[config.mk]
export PLATFORM = sky130hd
export DESIGN_NAME = imem_loader
export DESIGN_NICKNAME = d
export VERILOG_FILES = /design/src/rtl/imem_loader.sv
export SDC_FILE = /design/constraint.sdc
export NUM_CORES = 1
export LEC_CHECK = 0
export CORE_UTILIZATION = 55
export DETAILED_ROUTE_END_ITERATION = 10
export GPL_TIMING_DRIVEN = 0
export PLACE_DENSITY = 0.82
export REMOVE_ABC_BUFFERS = 1
export SLEW_MARGIN = 20
export SYNTH_ARGS = -nofsm -noshare
export SYNTH_HDL_FRONTEND = slang
export SYNTH_SLANG_ARGS = --single-unit
[constraint.sdc]
create_clock -name clk -period 5.7 [get_ports clk]
set_input_delay 1.14 -clock clk [delete_from_list [all_inputs] [get_ports clk]]
set_output_delay 1.14 -clock clk [all_outputs]
set_load 0.1 [all_outputs]
[src/rtl/imem_loader.sv]
// Boot-time loader: assembles a little-endian byte stream into words and writes the instruction BRAM.
// Optional trailing XOR checksum word is enabled by defining IMEM_LOADER_CHECKSUM_EN.
module imem_loader #(
   parameter int          DATA_WIDTH = 32,
   parameter logic [31:0] ADDR_BASE  = 32'h0000_0000,
   parameter int          MAX_WORDS  = 1024,
   parameter int          CNT_WIDTH  = 11
) (
   input  logic                  clk,
   input  logic                  rst,
   input  logic [7:0]            rx_data,
   input  logic                  rx_valid,
   output logic                  rx_ready,
   input  logic                  load_req,
   output logic [31:0]           i_w_addr,
   output logic [DATA_WIDTH-1:0] i_w_dat,
   output logic                  i_w_enb,
   output logic                  pc_stall,
   output logic                  done,
   output logic                  error,
   output logic [CNT_WIDTH-1:0]  words_loaded
);

   typedef enum logic [2:0] {
      ST_LEN,
      ST_CHECK,
      ST_DATA,
`ifdef IMEM_LOADER_CHECKSUM_EN
      ST_CSUM,
`endif
      ST_DONE,
      ST_ERROR
   } state_t;

   state_t                state_q, state_d;
   logic [1:0]            byte_idx_q, byte_idx_d;
   logic [CNT_WIDTH-1:0]  word_idx_q, word_idx_d;
   logic [31:0]           len_q, len_d;
   logic [23:0]           asm_q, asm_d;
   logic [31:0]           i_w_addr_q, i_w_addr_d;
   logic [DATA_WIDTH-1:0] i_w_dat_q, i_w_dat_d;
   logic                  i_w_enb_q, i_w_enb_d;
   logic                  pc_stall_q, pc_stall_d;
   logic                  done_q, done_d;
   logic                  error_q, error_d;
   logic                  rx_ready_q, rx_ready_d;
`ifdef IMEM_LOADER_CHECKSUM_EN
   logic [31:0]           csum_q, csum_d;
`endif

   logic        accept;
   logic        last_byte;
   logic [31:0] assembled;

   assign accept    = rx_valid && rx_ready_q;
   assign last_byte = accept && (byte_idx_q == 2'd3);
   assign assembled = {rx_data, asm_q};

   always_comb begin
      state_d    = state_q;
      byte_idx_d = byte_idx_q;
      word_idx_d = word_idx_q;
      len_d      = len_q;
      asm_d      = asm_q;
      i_w_addr_d = i_w_addr_q;
      i_w_dat_d  = i_w_dat_q;
      i_w_enb_d  = 1'b0;
      pc_stall_d = pc_stall_q;
      done_d     = done_q;
      error_d    = error_q;
`ifdef IMEM_LOADER_CHECKSUM_EN
      csum_d     = csum_q;
`endif

      if (accept) begin
         byte_idx_d = byte_idx_q + 2'd1;
         case (byte_idx_q)
            2'd0:    asm_d[7:0]   = rx_data;
            2'd1:    asm_d[15:8]  = rx_data;
            2'd2:    asm_d[23:16] = rx_data;
            default: asm_d        = asm_q;
         endcase
      end

      case (state_q)
         ST_LEN: begin
            if (last_byte) begin
               len_d   = assembled;
               state_d = ST_CHECK;
            end
         end

         ST_CHECK: begin
            if ((len_q == 32'd0) || (len_q > 32'(MAX_WORDS))) begin
               state_d = ST_ERROR;
               error_d = 1'b1;
            end else begin
               state_d = ST_DATA;
            end
         end

         ST_DATA: begin
            if (last_byte) begin
               i_w_dat_d  = assembled;
               i_w_addr_d = ADDR_BASE + (32'(word_idx_q) << 2);
               i_w_enb_d  = 1'b1;
               word_idx_d = word_idx_q + 1'b1;
`ifdef IMEM_LOADER_CHECKSUM_EN
               csum_d     = csum_q ^ assembled;
`endif
               if (32'(word_idx_q) + 32'd1 == len_q) begin
`ifdef IMEM_LOADER_CHECKSUM_EN
                  state_d = ST_CSUM;
`else
                  state_d = ST_DONE;
`endif
               end
            end
         end

`ifdef IMEM_LOADER_CHECKSUM_EN
         ST_CSUM: begin
            if (last_byte) begin
               if (assembled == csum_q) begin
                  state_d = ST_DONE;
               end else begin
                  state_d = ST_ERROR;
                  error_d = 1'b1;
               end
            end
         end
`endif

         // DONE is entered with the final write still in flight, so the core is released one cycle later.
         ST_DONE: begin
            done_d     = 1'b1;
            pc_stall_d = 1'b0;
         end

         ST_ERROR: begin
            error_d    = 1'b1;
            pc_stall_d = 1'b1;
         end

         default: begin
            state_d = ST_LEN;
         end
      endcase

      if (load_req && ((state_q == ST_DONE) || (state_q == ST_ERROR))) begin
         state_d    = ST_LEN;
         byte_idx_d = 2'd0;
         word_idx_d = '0;
         i_w_addr_d = ADDR_BASE;
         pc_stall_d = 1'b1;
         done_d     = 1'b0;
         error_d    = 1'b0;
`ifdef IMEM_LOADER_CHECKSUM_EN
         csum_d     = 32'd0;
`endif
      end

      rx_ready_d = (state_d == ST_LEN) || (state_d == ST_DATA)
`ifdef IMEM_LOADER_CHECKSUM_EN
                   || (state_d == ST_CSUM)
`endif
                   ;
   end

   always_ff @(posedge clk or negedge rst) begin
      if (!rst) begin
         state_q    <= ST_LEN;
         byte_idx_q <= 2'd0;
         word_idx_q <= '0;
         len_q      <= 32'd0;
         asm_q      <= 24'd0;
         i_w_addr_q <= ADDR_BASE;
         i_w_dat_q  <= '0;
         i_w_enb_q  <= 1'b0;
         pc_stall_q <= 1'b1;
         done_q     <= 1'b0;
         error_q    <= 1'b0;
         rx_ready_q <= 1'b0;
`ifdef IMEM_LOADER_CHECKSUM_EN
         csum_q     <= 32'd0;
`endif
      end else begin
         state_q    <= state_d;
         byte_idx_q <= byte_idx_d;
         word_idx_q <= word_idx_d;
         len_q      <= len_d;
         asm_q      <= asm_d;
         i_w_addr_q <= i_w_addr_d;
         i_w_dat_q  <= i_w_dat_d;
         i_w_enb_q  <= i_w_enb_d;
         pc_stall_q <= pc_stall_d;
         done_q     <= done_d;
         error_q    <= error_d;
         rx_ready_q <= rx_ready_d;
`ifdef IMEM_LOADER_CHECKSUM_EN
         csum_q     <= csum_d;
`endif
      end
   end

   assign rx_ready     = rx_ready_q;
   assign i_w_addr     = i_w_addr_q;
   assign i_w_dat      = i_w_dat_q;
   assign i_w_enb      = i_w_enb_q;
   assign pc_stall     = pc_stall_q;
   assign done         = done_q;
   assign error        = error_q;
   assign words_loaded = word_idx_q;

endmodule

==> results of run 1 <==
==> cells by family (layout without fill, tap and decap cells) <==
group,Yosys count,in the layout,synth area share (%)
multiplexers,58,58,12.0
other,1,21,0.0695
buffers and inverters,51,112,5.56
flip-flops,120,120,55.7
XOR/XNOR,17,17,2.76
adder cells (fa/ha/maj),5,5,1.16
AO/OA/AOI/OAI,40,40,5.03
AND/OR/NAND/NOR,213,213,17.7
==> synth_stat cells, types with 2 or more instances <==
cell	instances	area, um^2
inv_1	6	22.5
nand3_1	21	105
dfrtp_1	119	2980
ha_1	5	62.6
buf_1	4	15.0
nand3b_1	2	15.0
a21oi_1	7	35.0
nor3_1	3	15.0
nor2_1	13	48.8
nor3b_2	2	25.0
mux2i_1	3	30.0
a21boi_0	2	15.0
xor2_1	5	43.8
o221ai_1	2	17.5
buf_2	9	45.0
nand2_1	139	522
buf_4	24	180
and2_1	5	31.3
nor2b_1	6	37.5
xnor2_1	12	105
mux2_2	55	619
o31ai_1	5	37.5
nand4_1	2	12.5
clkbuf_1	7	26.3
nor4_1	9	56.3
o21ai_0	10	50.1
o21ai_1	7	35.0
and3_1	3	18.8
==> final timing paths <==
check	startpoint	end	slack, ns	depth (start not counted)
worst max-delay path	words_loaded[4]$_DFFE_PN0P_	words_loaded[4]	2.24	1
worst min-delay path	i_w_dat[11]$_DFFE_PN0P_	i_w_dat[11]$_DFFE_PN0P_	0.47	2
worst max register to register	byte_idx_q[1]$_DFFE_PN0P_	words_loaded[3]$_DFFE_PN0P_	2.93	9
worst min register to register	i_w_dat[11]$_DFFE_PN0P_	i_w_dat[11]$_DFFE_PN0P_	0.47	2
max in group asynchronous	rst	asm_q[17]$_DFFE_PN0P_	4.43	2
min in group asynchronous	rst	i_w_dat[3]$_DFFE_PN0P_	0.58	1
==> sequential cells by signal (all words and copies together), names as in the netlist <==
name and flops:
done 1, state_q 3, words_loaded 11, rx_ready 1, len_q 32, byte_idx_q 2
i_w_enb 1, error 1, i_w_dat 32, pc_stall 1, i_w_addr 11, asm_q 24
==> routing by layer <==
layer,global-route usage (%),wire length (um)
met5,0,0
met1,31.5,4870
met3,7.21,556
met2,43.6,5910
met4,9.25,197
==> power by group through the flow <==
stage                     clock network (mW)  registers (mW)  logic, mW
after global placement                     0            1.27      0.727
after detailed placement                   0            1.29      0.770
final                                   1.09            1.29      0.785
after global routing                    1.14            1.32      0.848
after floorplan                            0            1.36      0.488
after CTS                               1.10            1.29      0.794
==> layout make-up <==
| cell class | instances | area [um^2] | area share [%] |
|---|---|---|---|
| clock buffer | 19 | 442 | 6.53 |
| clock inverter | 13 | 168 | 2.48 |
| inverter | 6 | 22.5 | 0.333 |
| multi-input combinational | 354 | 2190 | 32.3 |
| sequential | 120 | 3000 | 44.4 |
| tap | 129 | 161 | 2.38 |
| timing repair buffer | 74 | 783 | 11.6 |
==> worst reg2reg max path, delay by kind of cell, from the launching register on <==
| kind | cells | cell delay, ns |
|---|---|---|
| simple gates | 5 | 1.09 |
| buf+inv | 2 | 0.93 |
| flops | 1 | 0.40 |
| fa+ha+maj | 1 | 0.16 |
| compound gates | 1 | 0.09 |
==> results.md, run 1 <==
* Status: finished, final reports clean
* P_int at 2.12 mW
* Setup ws final at 2.24 ns
* Leakage at about 3.1 nW
* # diodes at 0
* Hold WS at 0.474 ns
* Pre-antenna DRT Iters at 4
* DP Wirelength at between 7000 and 8000 um
* GP Congestion at 0.830
* Unrepaired setup endpoints after global routing: no
* CP max FO at 12
* Ys async rst share at 100%
* Initial antenna violation count at 0
* FMAX at 0.289 GHz
* Clock Sinks at 120
* Starting DRT DRC Count at between 100 and 150
* GRT Total Usage at 25.7%
* Layout net count at 590
* Max-slew violations at 0
* Hold/Removal Path Class: reg2reg
* Final Hold Fails at 0
* CORE AREA at 0.00937 mm^2
* Setup repair bufs after CTS at 0
* GRT overflow at 0
* Slew @ Worst Pin at 0.977 ns
* Post_cts resized at 0
* CP peak stage delay at 1.21 ns
* Root buffer cell: clkbuf_8
* Starting Density at between 50% and 60%
* First-pass GRT wire length at 19800 um
* Sequential element share of the synthesized area at 55.7%
* Placed instance area at 0.00616 mm^2
* Crit path max-delay cell type: clkdlybuf4s50_1
* Final setup viols at 0
* DIE AREA at 0.0102 mm^2
* Min cycle time layout at 3.46 ns
* Layout cells sized above 1 at between 15 and 20%
* Leading cell type in the layout, fill and taps excluded: nand2_1
* Cell area after layout at 0.00677 mm^2
* Yosys warning count at 0
* Rel. slew slack at 34.6%
* Buffers on Ports at 70
* I/O Pins at 92
* Mapped Cells at just over 500
* Row cnt at 35
* Sw power at approximately 1.0 mW
* Maxcap violations at 0
* Part of the cycle the worst path needs at 60.7%
* Power per cell area at between 400 and 500 mW/mm^2
* Sequential power share at 40.7%
* Main flop type after synthesis: dfrtp_1
* Vias at 3834
* Power, Total at 3.16 mW
* CP startpoint kind: register
* Cts bufs inserted at 17
* Die Y-Extent at 101 um
* CTS max path bufs at 2
* Clk pwr share at 34.5%
* VDD IR max at 302 uV
* Setup TNS at 0 ns
* Layout fillers at 670
* Post-route antenna net violation count at 0
* Vias/cell at 5.36
* Drc violations at 0
* CP Class: reg2out
* Die Width at between 100 and 150 um
* Switch share at 33.0%
* CTS clock-pin slew for the worst setup and hold paths at 0.06 ns
* Worst-Skew Late Latency at 0.52 ns
* CP Capture Type: output port
* Number of global-route vias before repair at 3984
* Hold_buf cts at 0
* Finished Layout Cells at 715
* Overall routed net length at around 12000 um
* Synthesized area at 0.00540 mm^2
* Synthesized area per cell at 10.7 um^2
* Critical path arrival at 2.32 ns
* Post-layout util at approximately 72%
* CTS tree: done
* Critical-path cell list: clkdlybuf4s50_1
* Post-place setup slack at around 1.8 ns
* WL/cell at 16.1 um
* Synthesis-to-layout area growth at 25.4%
* Worst Path Required at 4.56 ns
* Commonest cells after routing, fill and taps aside: 139 x nand2_1, 119 x dfrtp_1, 69 x clkdlybuf4s50_1
* Yosys reg bits at 120
* Cell family with most CP delay: buffers and inverters
* H-Tree Depth at 4
* Post-synth EDFFs at 0
* Cell variety after synth at 46
* CP Buf/Inv Count at 1
* Pin count of the biggest net entering global routing at 72
* Combinational power share at about a quarter
* Dpl cells at ~680
* Skew final at approximately 0.013 ns
Power figures use the tool's default switching activity.
==> inputs of run 2 (changes only) <==
--- a/config.mk
+++ b/config.mk
@@ -5,10 +5,10 @@
 export SDC_FILE = /design/constraint.sdc
 export NUM_CORES = 1
 export LEC_CHECK = 0
-export CORE_UTILIZATION = 55
+export CORE_UTILIZATION = 53
 export DETAILED_ROUTE_END_ITERATION = 10
 export GPL_TIMING_DRIVEN = 0
-export PLACE_DENSITY = 0.82
+export PLACE_DENSITY = 0.8
 export REMOVE_ABC_BUFFERS = 1
 export SLEW_MARGIN = 20
 export SYNTH_ARGS = -nofsm -noshare
==> constraint.sdc (replaced) <==
create_clock -name clk -period 3.4 [get_ports clk]
set_input_delay 0.68 -clock clk [delete_from_list [all_inputs] [get_ports clk]]
set_output_delay 0.68 -clock clk [all_outputs]
set_load 0.1 [all_outputs]
==> results.md, run 2 (synthesis results as in run 1) <==
* Crit path max-delay cell type: clkdlybuf4s50_1
* Cts bufs inserted at 17 (unchanged)
* WL/cell at 15.7 um (-2.8%)
* FMAX at 0.335 GHz
* RR Endpoint: rx_ready$_DFF_PN0_
* Die Width at 103 um (+1.8%)
* DP Wirelength at 7220 um (about the same)
* GRT Total Usage at 23.5% (-2.3 points)
* Part of the cycle the worst path needs at between 80% and 90%
* Initial antenna violation count at 0 (unchanged)
* DIE AREA at 0.0106 mm^2 (+3.7%)
* Unrepaired setup endpoints after global routing: no
* Overall routed net length at 11300 um (-2.4%)
* CORE AREA at 0.00982 mm^2 (+4.8%)
* CTS clock-pin slew for the worst setup and hold paths at 0.06 ns (about the same)
* R2r setup slk at 0.76 ns (-2.17 ns)
* Post_cts resized at 0 (unchanged)
* Starting Density at 55.0% (-2.6 points)
* FF-to-FF Start: byte_idx_q[1]$_DFFE_PN0P_
* Worst Setup SP: words_loaded[4]$_DFFE_PN0P_
* GP Congestion at 0.809 (-2.5%)
* VDD IR max at 565 uV (+87%)
* Pin count of the biggest net entering global routing at 66 (-8.3%)
* GRT overflow at 0 (unchanged)
* Critical-path cell list: clkdlybuf4s50_1
* CTS max path bufs at 2 (unchanged)
* First-pass GRT wire length at 18800 um (-4.9%)
* Number of global-route vias before repair at 3899 (-2.1%)
* Critical path arrival at 2.31 ns (about the same)
* Slew @ Worst Pin at 0.975 ns (-0.00211 ns)
* Setup TNS at 0 ns (unchanged)
* Crit. path cell count at 1 (unchanged)
* Die Y-Extent at 103 um (+1.8%)
* CP Class: reg2out
* CTS tree: done
* CP max FO at 12 (unchanged)
* Clock Sinks at 120 (unchanged)
* H-Tree Depth at 4 (unchanged)
* Crit path to: words_loaded[4]
* Pre-antenna DRT Iters at 4 (unchanged)
* Worst-Skew Late Latency at 0.51 ns (about the same)
* Drc violations at 0 (unchanged)
* Layout cells sized above 1 at 17.3% (-0.31 points)
* Setup repair bufs after CTS at 0 (unchanged)
* Skew final at 0.00729 ns (-0.00548 ns)
* Layout net count at 590 (unchanged)
* I/O Pins at 92 (unchanged)
* Vias at 3847 (+0.34%)
* Root buffer cell: clkbuf_8
* Status: finished, final reports clean
* Synthesis-to-layout area growth at 25.6%
* Maxcap violations at 0 (unchanged)
* Leading cell type in the layout, fill and taps excluded: nand2_1
* Post-layout util at 69.0% (-3.2 points)
* CP Capture Type: output port
* Commonest cells after routing, fill and taps aside: 139 x nand2_1, 119 x dfrtp_1, 69 x clkdlybuf4s50_1
* Post-route antenna net violation count at 0 (unchanged)
* Max-slew violations at 0 (unchanged)
* Hold_buf cts at 0 (unchanged)
* Power per cell area at 780 mW/mm^2 (+67%)
* CP startpoint kind: register
* CP peak stage delay at 1.22 ns (about the same)
* Hold/Removal Path Class: in2async
* Worst Path Required at 2.72 ns (-1.84 ns)
* CP Buf/Inv Count at 1 (unchanged)
* Final setup viols at 0 (unchanged)
* Layout fillers at 732 (+9.3%)
* Final Hold Fails at 0 (unchanged)
* Starting DRT DRC Count at 174 (+18%)
* Worst r2r path cells at 7 (-2)
* Row cnt at 36 (+2.9%)
* # diodes at 0 (unchanged)
* Cell family with most CP delay: buffers and inverters
* Finished Layout Cells at 718 (+0.42%)
* Buffers on Ports at 70 (unchanged)
* Leakage at 3.13 nW (+0.15%)
* Rel. slew slack at 34.8% (+0.14 points)
* Dpl cells at 687 (+0.59%)
* Min cycle time layout at approximately 3 ns
* Vias/cell at 5.36 (about the same)
## run 2: cell count changes in the layout (fill, tap and decap cells not counted)
| cell | delta |
|---|---|
| clkinv_4 | +1 |
| buf_8 | -1 |
| clkinvlp_4 | -1 |
| clkbuf_1 | +1 |
| bufinv_16 | +1 |
| buf_6 | +1 |
| inv_6 | -3 |
## run 2: routing by layer
metal / routed length, um / up-vias / global-route usage, %
li1: - / 1805 / -
met1: 4880 / 1904 / 30.1
met2: 5700 / 124 / 39.7
met3: 559 / 14 / 5.63
met4: 119 / 0 / 6.93
met5: 0 / - / 0
## run 2: cell type report
| class | instances | area (um^2) | share of cell area [%] |
|---|---|---|---|
| flip-flops and latches | 120 | 3000 | 44.3 |
| well taps | 133 | 166 | 2.46 |
| inverters | 6 | 22.5 | 0.332 |
| multi-input cells | 354 | 2190 | 32.3 |
| clock inverters | 11 | 173 | 2.55 |
| clock buffers | 20 | 445 | 6.57 |
| repair buffers | 74 | 779 | 11.5 |
## run 2: power breakdown
part           switching (mW)  internal (mW)
clock                   0.623           1.22
combinational           0.725          0.570
sequential              0.323           1.82
total                    1.67           3.62
## run 2: metrics by stage
stage               hold slack (ns)  instance area, um^2  worst slack, ns  power, mW
finish                        0.135                 6780            0.413       5.29
global route                  0.162                 6780            0.334       5.52
CTS                           0.135                 6780            0.401       5.33
detailed placement            0.462                 6160           0.0687       3.43
global placement              0.461                 6060            -2.79       3.35
floorplan                     0.384                 5190           -0.586       3.09
## run 2: worst min path at each step
stage	from	endpoint	slack (ns)
2_1_floorplan	rst	asm_q[0]$_DFFE_PN0P_	0.38
3_3_place_gp	i_w_dat[29]$_DFFE_PN0P_	i_w_dat[29]$_DFFE_PN0P_	0.46
3_5_place_dp	i_w_dat[9]$_DFFE_PN0P_	i_w_dat[9]$_DFFE_PN0P_	0.46
4_1_cts	rst	i_w_addr[10]$_DFFE_PN0P_	0.13
5_1_grt	rst	i_w_addr[10]$_DFFE_PN0P_	0.16
6_report	rst	i_w_addr[10]$_DFFE_PN0P_	0.13
